**config.mk**
```make
export PLATFORM = sky130hd
export DESIGN_NAME = uart_tx_arbiter
export DESIGN_NICKNAME = d
export VERILOG_FILES = /design/src/rtl/uart_arb_pkg.sv /design/src/rtl/rr_arbiter.sv /design/src/rtl/uart_tx_arbiter.sv
export SDC_FILE = /design/constraint.sdc
export NUM_CORES = 1
export LEC_CHECK = 0
export CELL_PAD_IN_SITES_DETAIL_PLACEMENT = 0
export CELL_PAD_IN_SITES_GLOBAL_PLACEMENT = 1
export CORE_ASPECT_RATIO = 0.6
export CORE_UTILIZATION = 34
export CTS_CLUSTER_DIAMETER = 150
export DETAILED_ROUTE_END_ITERATION = 12
export PLACE_DENSITY_LB_ADDON = 0.12
export SYNTH_ARGS = -nofsm -noshare
export SYNTH_HDL_FRONTEND = slang
export SYNTH_SLANG_ARGS = --single-unit
```
**constraint.sdc**
```tcl
create_clock -name clk -period 3.25 [get_ports clk]
set_input_delay 0.65 -clock clk [delete_from_list [all_inputs] [get_ports clk]]
set_output_delay 0.65 -clock clk [all_outputs]
set_load 0.05 [all_outputs]
```
**src/rtl/uart_arb_pkg.sv**
```systemverilog
// Shared definitions for the UART transmit arbiter: FSM encoding and parameter defaults.
package uart_arb_pkg;

  localparam int NUM_REQ_DEFAULT       = 4;
  localparam int STALL_TIMEOUT_DEFAULT = 1024;

  typedef enum logic [1:0] {
    ST_IDLE       = 2'd0,
    ST_FETCH      = 2'd1,
    ST_WAIT_START = 2'd2,
    ST_WAIT_DONE  = 2'd3
  } arb_state_t;

endpackage

```
**src/rtl/rr_arbiter.sv**
```systemverilog
// Combinational round-robin pick: the first active request at or above ptr, wrapping.
module rr_arbiter
  import uart_arb_pkg::*;
#(
  parameter int NUM_REQ = NUM_REQ_DEFAULT,
  localparam int PTR_W  = $clog2(NUM_REQ)
) (
  input  logic [NUM_REQ-1:0] req,
  input  logic [PTR_W-1:0]   ptr,
  output logic [NUM_REQ-1:0] grant,
  output logic               any_req
);

  logic [PTR_W:0]   sum;
  logic [PTR_W-1:0] idx;
  logic             found;

  // Wrapped index kept one bit wider so ptr + offset never overflows before the wrap.
  always_comb begin
    grant = '0;
    found = 1'b0;
    sum   = '0;
    idx   = '0;
    for (int i = 0; i < NUM_REQ; i++) begin
      sum = {1'b0, ptr} + (PTR_W+1)'(i);
      if (sum >= (PTR_W+1)'(NUM_REQ)) begin
        sum = sum - (PTR_W+1)'(NUM_REQ);
      end
      idx = sum[PTR_W-1:0];
      if (!found && req[idx]) begin
        grant[idx] = 1'b1;
        found      = 1'b1;
      end
    end
  end

  assign any_req = |req;

endmodule

```
**src/rtl/uart_tx_arbiter.sv**
```systemverilog
// Packet-level round-robin arbiter feeding one UART transmitter, one byte at a time.
module uart_tx_arbiter
  import uart_arb_pkg::*;
#(
  parameter int NUM_REQ       = NUM_REQ_DEFAULT,
  parameter int STALL_TIMEOUT = STALL_TIMEOUT_DEFAULT
) (
  input  logic                 clk,
  input  logic                 rst_n,
  input  logic [NUM_REQ-1:0]   req_valid_i,
  input  logic [8*NUM_REQ-1:0] req_data_i,
  input  logic [NUM_REQ-1:0]   req_last_i,
  output logic [NUM_REQ-1:0]   req_ready_o,
  output logic [7:0]           tx_data_o,
  output logic                 tx_enable_o,
  input  logic                 tx_busy_i,
  output logic [NUM_REQ-1:0]   grant_o,
  output logic                 busy_o,
  output logic                 abort_o
);

  localparam int PTR_W = $clog2(NUM_REQ);
  localparam int CNT_W = (STALL_TIMEOUT > 1) ? $clog2(STALL_TIMEOUT) : 1;
  localparam logic [CNT_W-1:0] STALL_LAST = CNT_W'(STALL_TIMEOUT - 1);

  arb_state_t         state_q, state_d;
  logic [NUM_REQ-1:0] grant_q, grant_d;
  logic [PTR_W-1:0]   rr_ptr_q, rr_ptr_d;
  logic [CNT_W-1:0]   stall_q, stall_d;
  logic [7:0]         tx_data_q, tx_data_d;
  logic               last_q, last_d;
  logic               tx_en_q, tx_en_d;
  logic               abort_q, abort_d;

  logic [NUM_REQ-1:0] arb_grant;
  logic               any_req;
  logic [7:0]         sel_data;
  logic               sel_last;
  logic [PTR_W-1:0]   grant_idx;
  logic [PTR_W-1:0]   next_ptr;
  logic               handshake;

  rr_arbiter #(
    .NUM_REQ (NUM_REQ)
  ) u_rr_arbiter (
    .req     (req_valid_i),
    .ptr     (rr_ptr_q),
    .grant   (arb_grant),
    .any_req (any_req)
  );

  // Mux the owner's byte and recover its index; grant_q is one-hot or zero.
  always_comb begin
    sel_data  = '0;
    sel_last  = 1'b0;
    grant_idx = '0;
    for (int k = 0; k < NUM_REQ; k++) begin
      if (grant_q[k]) begin
        sel_data  = sel_data | req_data_i[8*k +: 8];
        sel_last  = sel_last | req_last_i[k];
        grant_idx = PTR_W'(k);
      end
    end
  end

  assign next_ptr  = (grant_idx == PTR_W'(NUM_REQ - 1)) ? '0 : grant_idx + PTR_W'(1);
  assign handshake = (state_q == ST_FETCH) && |(req_valid_i & grant_q);

  always_comb begin
    state_d   = state_q;
    grant_d   = grant_q;
    rr_ptr_d  = rr_ptr_q;
    stall_d   = stall_q;
    tx_data_d = tx_data_q;
    last_d    = last_q;
    tx_en_d   = 1'b0;
    abort_d   = 1'b0;
    case (state_q)
      ST_IDLE: begin
        if (any_req) begin
          grant_d = arb_grant;
          stall_d = '0;
          state_d = ST_FETCH;
        end
      end
      // A byte arriving in the final stall cycle takes priority over the abort.
      ST_FETCH: begin
        if (handshake) begin
          tx_data_d = sel_data;
          last_d    = sel_last;
          tx_en_d   = 1'b1;
          state_d   = ST_WAIT_START;
        end else if (stall_q == STALL_LAST) begin
          abort_d  = 1'b1;
          grant_d  = '0;
          rr_ptr_d = next_ptr;
          state_d  = ST_IDLE;
        end else begin
          stall_d = stall_q + CNT_W'(1);
        end
      end
      ST_WAIT_START: begin
        if (tx_busy_i) begin
          state_d = ST_WAIT_DONE;
        end
      end
      ST_WAIT_DONE: begin
        if (!tx_busy_i) begin
          if (last_q) begin
            grant_d  = '0;
            rr_ptr_d = next_ptr;
            state_d  = ST_IDLE;
          end else begin
            stall_d = '0;
            state_d = ST_FETCH;
          end
        end
      end
      default: begin
        grant_d = '0;
        state_d = ST_IDLE;
      end
    endcase
  end

  always_ff @(posedge clk) begin
    if (!rst_n) begin
      state_q   <= ST_IDLE;
      grant_q   <= '0;
      rr_ptr_q  <= '0;
      stall_q   <= '0;
      tx_data_q <= 8'h00;
      last_q    <= 1'b0;
      tx_en_q   <= 1'b0;
      abort_q   <= 1'b0;
    end else begin
      state_q   <= state_d;
      grant_q   <= grant_d;
      rr_ptr_q  <= rr_ptr_d;
      stall_q   <= stall_d;
      tx_data_q <= tx_data_d;
      last_q    <= last_d;
      tx_en_q   <= tx_en_d;
      abort_q   <= abort_d;
    end
  end

  assign req_ready_o = (state_q == ST_FETCH) ? grant_q : '0;
  assign tx_data_o   = tx_data_q;
  assign tx_enable_o = tx_en_q;
  assign grant_o     = grant_q;
  assign busy_o      = (state_q != ST_IDLE);
  assign abort_o     = abort_q;

endmodule

```
* Word-level counts from Yosys, hierarchy flattened *
Index checks and enable logic that the tools add are counted.

word-level totals
  register bits = 29
  input bits = 43
  output and inout bits = 19
  logic and storage cells = 145

operators by class
  $add $sub $neg = 9
  order comparisons = 12
  equal/unequal tests = 14
  mux-type cells = 66
  bitwise operators = 12
  reductions and logical operators = 24

operators by type and width
  operator                                                                      count
  10-bit two-way mux                                                            5
  4-bit two-way mux                                                             10
  2-bit two-way mux                                                             16
  8-bit two-way mux                                                             4
  10-bit one-hot mux with 3 select lines                                        1
  8-bit bitwise OR                                                              3
  1-bit two-way mux                                                             19
  2-bit inequality test, second input constant                                  7
  2-bit by 3-bit less-than comparator with 1-bit output, second input constant  4
  4-bit bitwise OR                                                              3
  4-bit one-hot mux with 3 select lines                                         1
  6-bit AND reduction                                                           2
  10-bit by 1-bit adder with 10-bit output, second input constant               1
  10-bit equality test, second input constant                                   1
  3-bit >= comparator, second input constant                                    3
  1-bit binary-select mux with 2-bit select                                     4
  1-bit demux with 2-bit select                                                 4
  2-bit by 1-bit >= comparator with 1-bit output, second input constant         4
  1-bit logical AND                                                             8
  2-bit one-hot mux with 4 select lines                                         1
  4-bit OR reduction                                                            2
  2-bit by 1-bit subtractor with 2-bit output, second input constant            4
  2-bit by 2-bit adder with 3-bit output, second input constant                 2
  2-bit equality test, second input constant                                    3
  other kinds (18)                                                              25

* Logic depth before layout (Yosys ltp) *
  depth after elaboration = 16
  depth in mapped cells = 8

* By module *
Synthesis repeated with hierarchy kept, for this count alone.

second synthesis, totals
  cells, all modules = 212
  area, all modules = 1901.8 µm²

by module, submodules not included
  module           instances  cells an instance  area each (µm²)  seq. area each (µm²)
  uart_tx_arbiter  1          181                1591.5           580.6
  rr_arbiter       1          31                 310.3            0.0

* Worst setup path before layout *
No wires, ideal clock.

  kind = flip-flop to output port
  start point = register grant_q[3], in the netlist grant_o[3]
  end point = output req_ready_o[3]
  arrival time = 1.788 ns
  required time = 2.600 ns
  path slack = 0.812 ns
  cell stages (with the launch flop) = 4
  path through = dfxtp_1 -> clkbuf_1 -> inv_1 -> nor2_1

on the way
  cells in the longest elaborated chain, start to end = 1

ends and longest elaborated chain
  element                   RTL line                RTL
  start: declaration        uart_tx_arbiter.sv:27   logic [NUM_REQ-1:0] grant_q, grant_d;
  start signal: assignment  uart_tx_arbiter.sv:138  grant_q <= grant_d;
  4-bit two-way mux         uart_tx_arbiter.sv:148  assign req_ready_o = (state_q == ST_FETCH) ? grant_q : '0;
  end: declaration          uart_tx_arbiter.sv:13   output logic [NUM_REQ-1:0] req_ready_o,

Every way passes these cells.

* Worst setup path after layout *
  start point = register state_q[0]
  end point = output req_ready_o[0]

on the way
  cells in the longest elaborated chain, start to end = 2

ends and longest elaborated chain
  element                                         RTL line                RTL
  start: declaration                              uart_tx_arbiter.sv:26   arb_state_t state_q, state_d;
  start signal: assignment                        uart_tx_arbiter.sv:137  state_q <= state_d;
  2-bit by 1-bit equality test with 1-bit output  uart_tx_arbiter.sv:148
  4-bit two-way mux                               uart_tx_arbiter.sv:148

Every way passes these cells.

==> results.md <==
Critical path:
- The critical path goes through inv_1, nor2_1, and2_1, clkdlybuf4s50_1.
- The origin of the worst setup path is state_q[0].
- The data required time of the critical path is 2.60 ns.
- The slowest library cell on the worst path is clkdlybuf4s50_1.
- The worst endpoint data arrival time is 2.19 ns.
- STA classifies the critical path endpoint as an output pin.
- For this run, the slowest stage of the critical path takes 0.82 ns.
- The startpoint-to-endpoint class of the critical path is flip-flop to output pin.
- The worst-path maximum fanout is 8.
- The worst setup path is launched from a flip-flop.
- The startpoint identified for the worst register-to-register timing path is rr_ptr_q[1].

Detailed routing:
- The wire length per cell after detailed routing is 15.9 µm.
- Dividing the detail-routed via count by the number of cells gives 5.46.
- The total detailed-routing wirelength is 5.89 mm.
- The routed layout has 2020 vias.
- The starting DRC count in detailed routing is 179.
- In this run the remaining antenna-violating nets after routing total 0.
- The first TritonRoute pass finished after 4 iterations.
- The DRC violation count after routing is 0.

Synth:
- Among all flip-flop cells after synthesis, the most frequent one is dfxtp_1.
- Ranked by instance count, the synthesized netlist is headed by dfxtp_1, nand3_1, a22oi_1, nand2_1, clkbuf_1.
- The number of warnings printed during yosys synthesis is 0.
- In this run, distinct cell masters in the synthesized netlist total 48.
- The gate count after technology mapping is 231.
- The async set or reset register ratio after synthesis is 0.
- Of the post-synthesis cell area, the dominant cell type holds 0.294.
- The synthesized design spends more area on one cell type than any other, namely dfxtp_1.
- The mean instance size in the synthesized netlist is 8.55 µm².
- For this run, the register share of the synthesized area comes to 0.294.
- Yosys attributes the largest share of cell area to dfxtp_1, a22oi_1, nand3_1, ha_1, o211a_1.
- The cell with the most instances after synthesis is dfxtp_1.
- The synthesized design contains 29 register bits.
- The number of nets produced by synthesis is 282.
- The synthesized design contains 0 enable-type register cells.
- The combined area of all synthesized cells is 1980 µm².

Placement:
- Once placement finished, the instance area stood at 2650 µm².
- The detailed placement HPWL is 4.38 mm.
- Routability-driven placement finished with a final weighted congestion of 0.767.
- The count of port buffers added during placement is 61.

Global routing:
- The initial antenna violation count came to 0.
- In the global route stage, met3 resource usage came out at 0.0715.
- The maximum number of pins on one net before global-route repair is 21.
- For met1 alone, demand over resource in global routing was 0.300.
- The first global-routing pass estimated 9.48 mm of wire.
- For this run, global-route usage on met2 was measured as 0.291.
- The via count of the first global-routing pass is 1844.
- The global-route total usage across every layer is 0.208.
- The busiest layer in global routing is met1.
- After global routing the overflow that remains totals 0.

Pwr:
- The fraction of power spent switching nets is 0.322.
- The analysis attributes to net switching a power of 0.327 mW.
- For this design the static power due to leakage is 1.07 nW.
- The areal power density over the cells is 369 nW/µm².
- The share of power burned in combinational logic is 0.275.
- The clock group share of total power is 0.331.
- IR analysis of the VDD net gives a maximum drop of 0.133 mV.
- The total power consumption of the routed design is 1.01 mW.
- Cell internal power was estimated by the tool at 0.687 mW.
- The share of total power dissipated in sequential elements is 0.393.

Clocking:
- Clock latency on the worst-skew pair, taken at its later pin, is 0.28 ns.
- Counting the buffers created by CTS gives 5.
- After clock tree synthesis, the repair step resized 0 gates.
- Counting along the longest clock path gives a buffer depth of 2.
- The TritonCTS sink count is 29.
- The H-tree depth reported by CTS is 2.
- The post-CTS setup buffer count is 0.
- The tree is rooted in a clkbuf_8.
- The hold buffer count at CTS is 0.
- The clock slew at the register clock pins of the worst setup and hold paths is 0.07 ns.
- TritonCTS built the clock tree.

Timing:
- The final hold violation count is 0.
- For this run, the top clock speed supported by timing is 352 MHz.
- For the pin with the worst max-slew slack, the measured transition is 0.678 ns.
- The number of setup violations in the final report is 0.
- The post-layout minimum cycle time is 2.84 ns.
- Setup repair after global routing left no endpoint under its margin.
- Of the available clock period, the critical path in the final layout requires 0.875.
- For the final database, setup skew stands at 0.00575 ns.
- Setup total negative slack on the finished layout was measured at 0 ns.
- The relative max-transition margin is 0.548.
- The total count of max-transition violations in the final report is 0.
- The final worst hold slack is 0.495 ns.

Outcome:
- The flow ran to the end, and the final reports show no timing, DRC or antenna violations.

Final layout:
- The final antenna diode count is 0.
- The area growth from synthesis to layout is 39.2%.
- The net count of the finished layout is 340.
- The share of the core filled with cells in the final layout is 0.491.
- The share of cells above drive strength 1 is 0.0828.
- Summing all non-filler instances in the final layout gives an area of 2750 µm².

Job:
- Max-cap violations in this run came to 0.

Worst hold path:
- The classification of the worst-slack hold path is flip-flop to flip-flop.
- The startpoint of the lowest-slack hold path is stall_q[9].

Die:
- The total area inside the core boundary comes to 5600 µm².
- The number of top-level pins is 62.
- The height of the die is 61.0 µm.
- The floorplan has 21 rows.
- The initial cell density of the core is 0.353.
- The die covers 6130 µm².
- The die is 100 µm wide.
-- layout by cell type (no fill, tap or decap), types with 5 or more instances in the layout --
| master | count |
|---|---|
| clkdlybuf4s50_1 | 61 |
| dfxtp_1 | 29 |
| nand3_1 | 28 |
| a22oi_1 | 22 |
| nand2_1 | 12 |
| a21oi_1 | 9 |
| o211a_1 | 9 |
| inv_1 | 8 |
| or4_1 | 8 |
| ha_1 | 8 |
| buf_4 | 8 |
| nor2_1 | 7 |
| clkbuf_8 | 7 |
| o31ai_1 | 6 |
| o2111ai_1 | 5 |
| o21ai_0 | 5 |
-- flip-flops by register name (all words and copies together) (netlist names), named ones only --
signal / flops
stall_q: 10
tx_data_o: 8
grant_o: 4
rr_ptr_q: 2
abort_o: 1
last_q: 1
state_q: 1
tx_enable_o: 1
-- critical path: cells and delay by family (launching register included) --
family	cells	cell delay, ns
buffers and inverters	2	0.94
and+or+nand+nor	2	0.47
DFF	1	0.50
-- power groups by stage --
stage	Sequential [mW]	Combinational, mW	Clock, mW
final	0.399	0.279	0.336
after global routing	0.401	0.302	0.360
after floorplan	0.430	0.140	0
after global placement	0.406	0.279	0
after CTS	0.398	0.279	0.341
after detailed placement	0.406	0.278	0
-- cell families (layout without fill, tap and decap cells) --
logic type / after synthesis / after routing / synth area share
and+or+nand+nor: 86 / 86 / 0.241
muxes: 5 / 5 / 0.0380
buffers and inverters: 26 / 85 / 0.0646
adders and majority gates: 8 / 8 / 0.0507
xor gates and xnor gates: 1 / 1 / 0.00443
AOI/OAI and AO/OA: 76 / 76 / 0.308
DFF: 29 / 29 / 0.294
-- stage by stage --
step	setup WS [ns]	std cells
2_1_floorplan	0.812	231
3_3_place_gp	0.474	362
3_5_place_dp	0.411	362
4_1_cts	0.405	370
5_1_grt	0.298	370
6_report	0.408	370
-- per-layer routing --
layer	vias to the layer above	wire, µm
li1	1017	-
met3	6	510
met5	-	0
met2	76	2190
met1	921	3130
met4	0	57
-- layout make-up --
class / count / area, µm²
Multi-Input combinational cell: 176 / 1270
Sequential cell: 29 / 581
Clock inverter: 1 / 5.00
Inverter: 8 / 30.0
Clock buffer: 7 / 96.3
Fill cell: 553 / 2850
Tap cell: 80 / 100
Timing Repair Buffer: 69 / 671
-- path summary, 6_finish.rpt --
path / to / slack, ns / cells past startpoint
worst min register to register: stall_q[9] / 0.49 / 2
worst max register to register: grant_o[1] / 0.73 / 6
worst max-delay path: req_ready_o[0] / 0.41 / 4
worst min-delay path: stall_q[9] / 0.49 / 2
No activity file was read; power rests on OpenSTA's default activity.
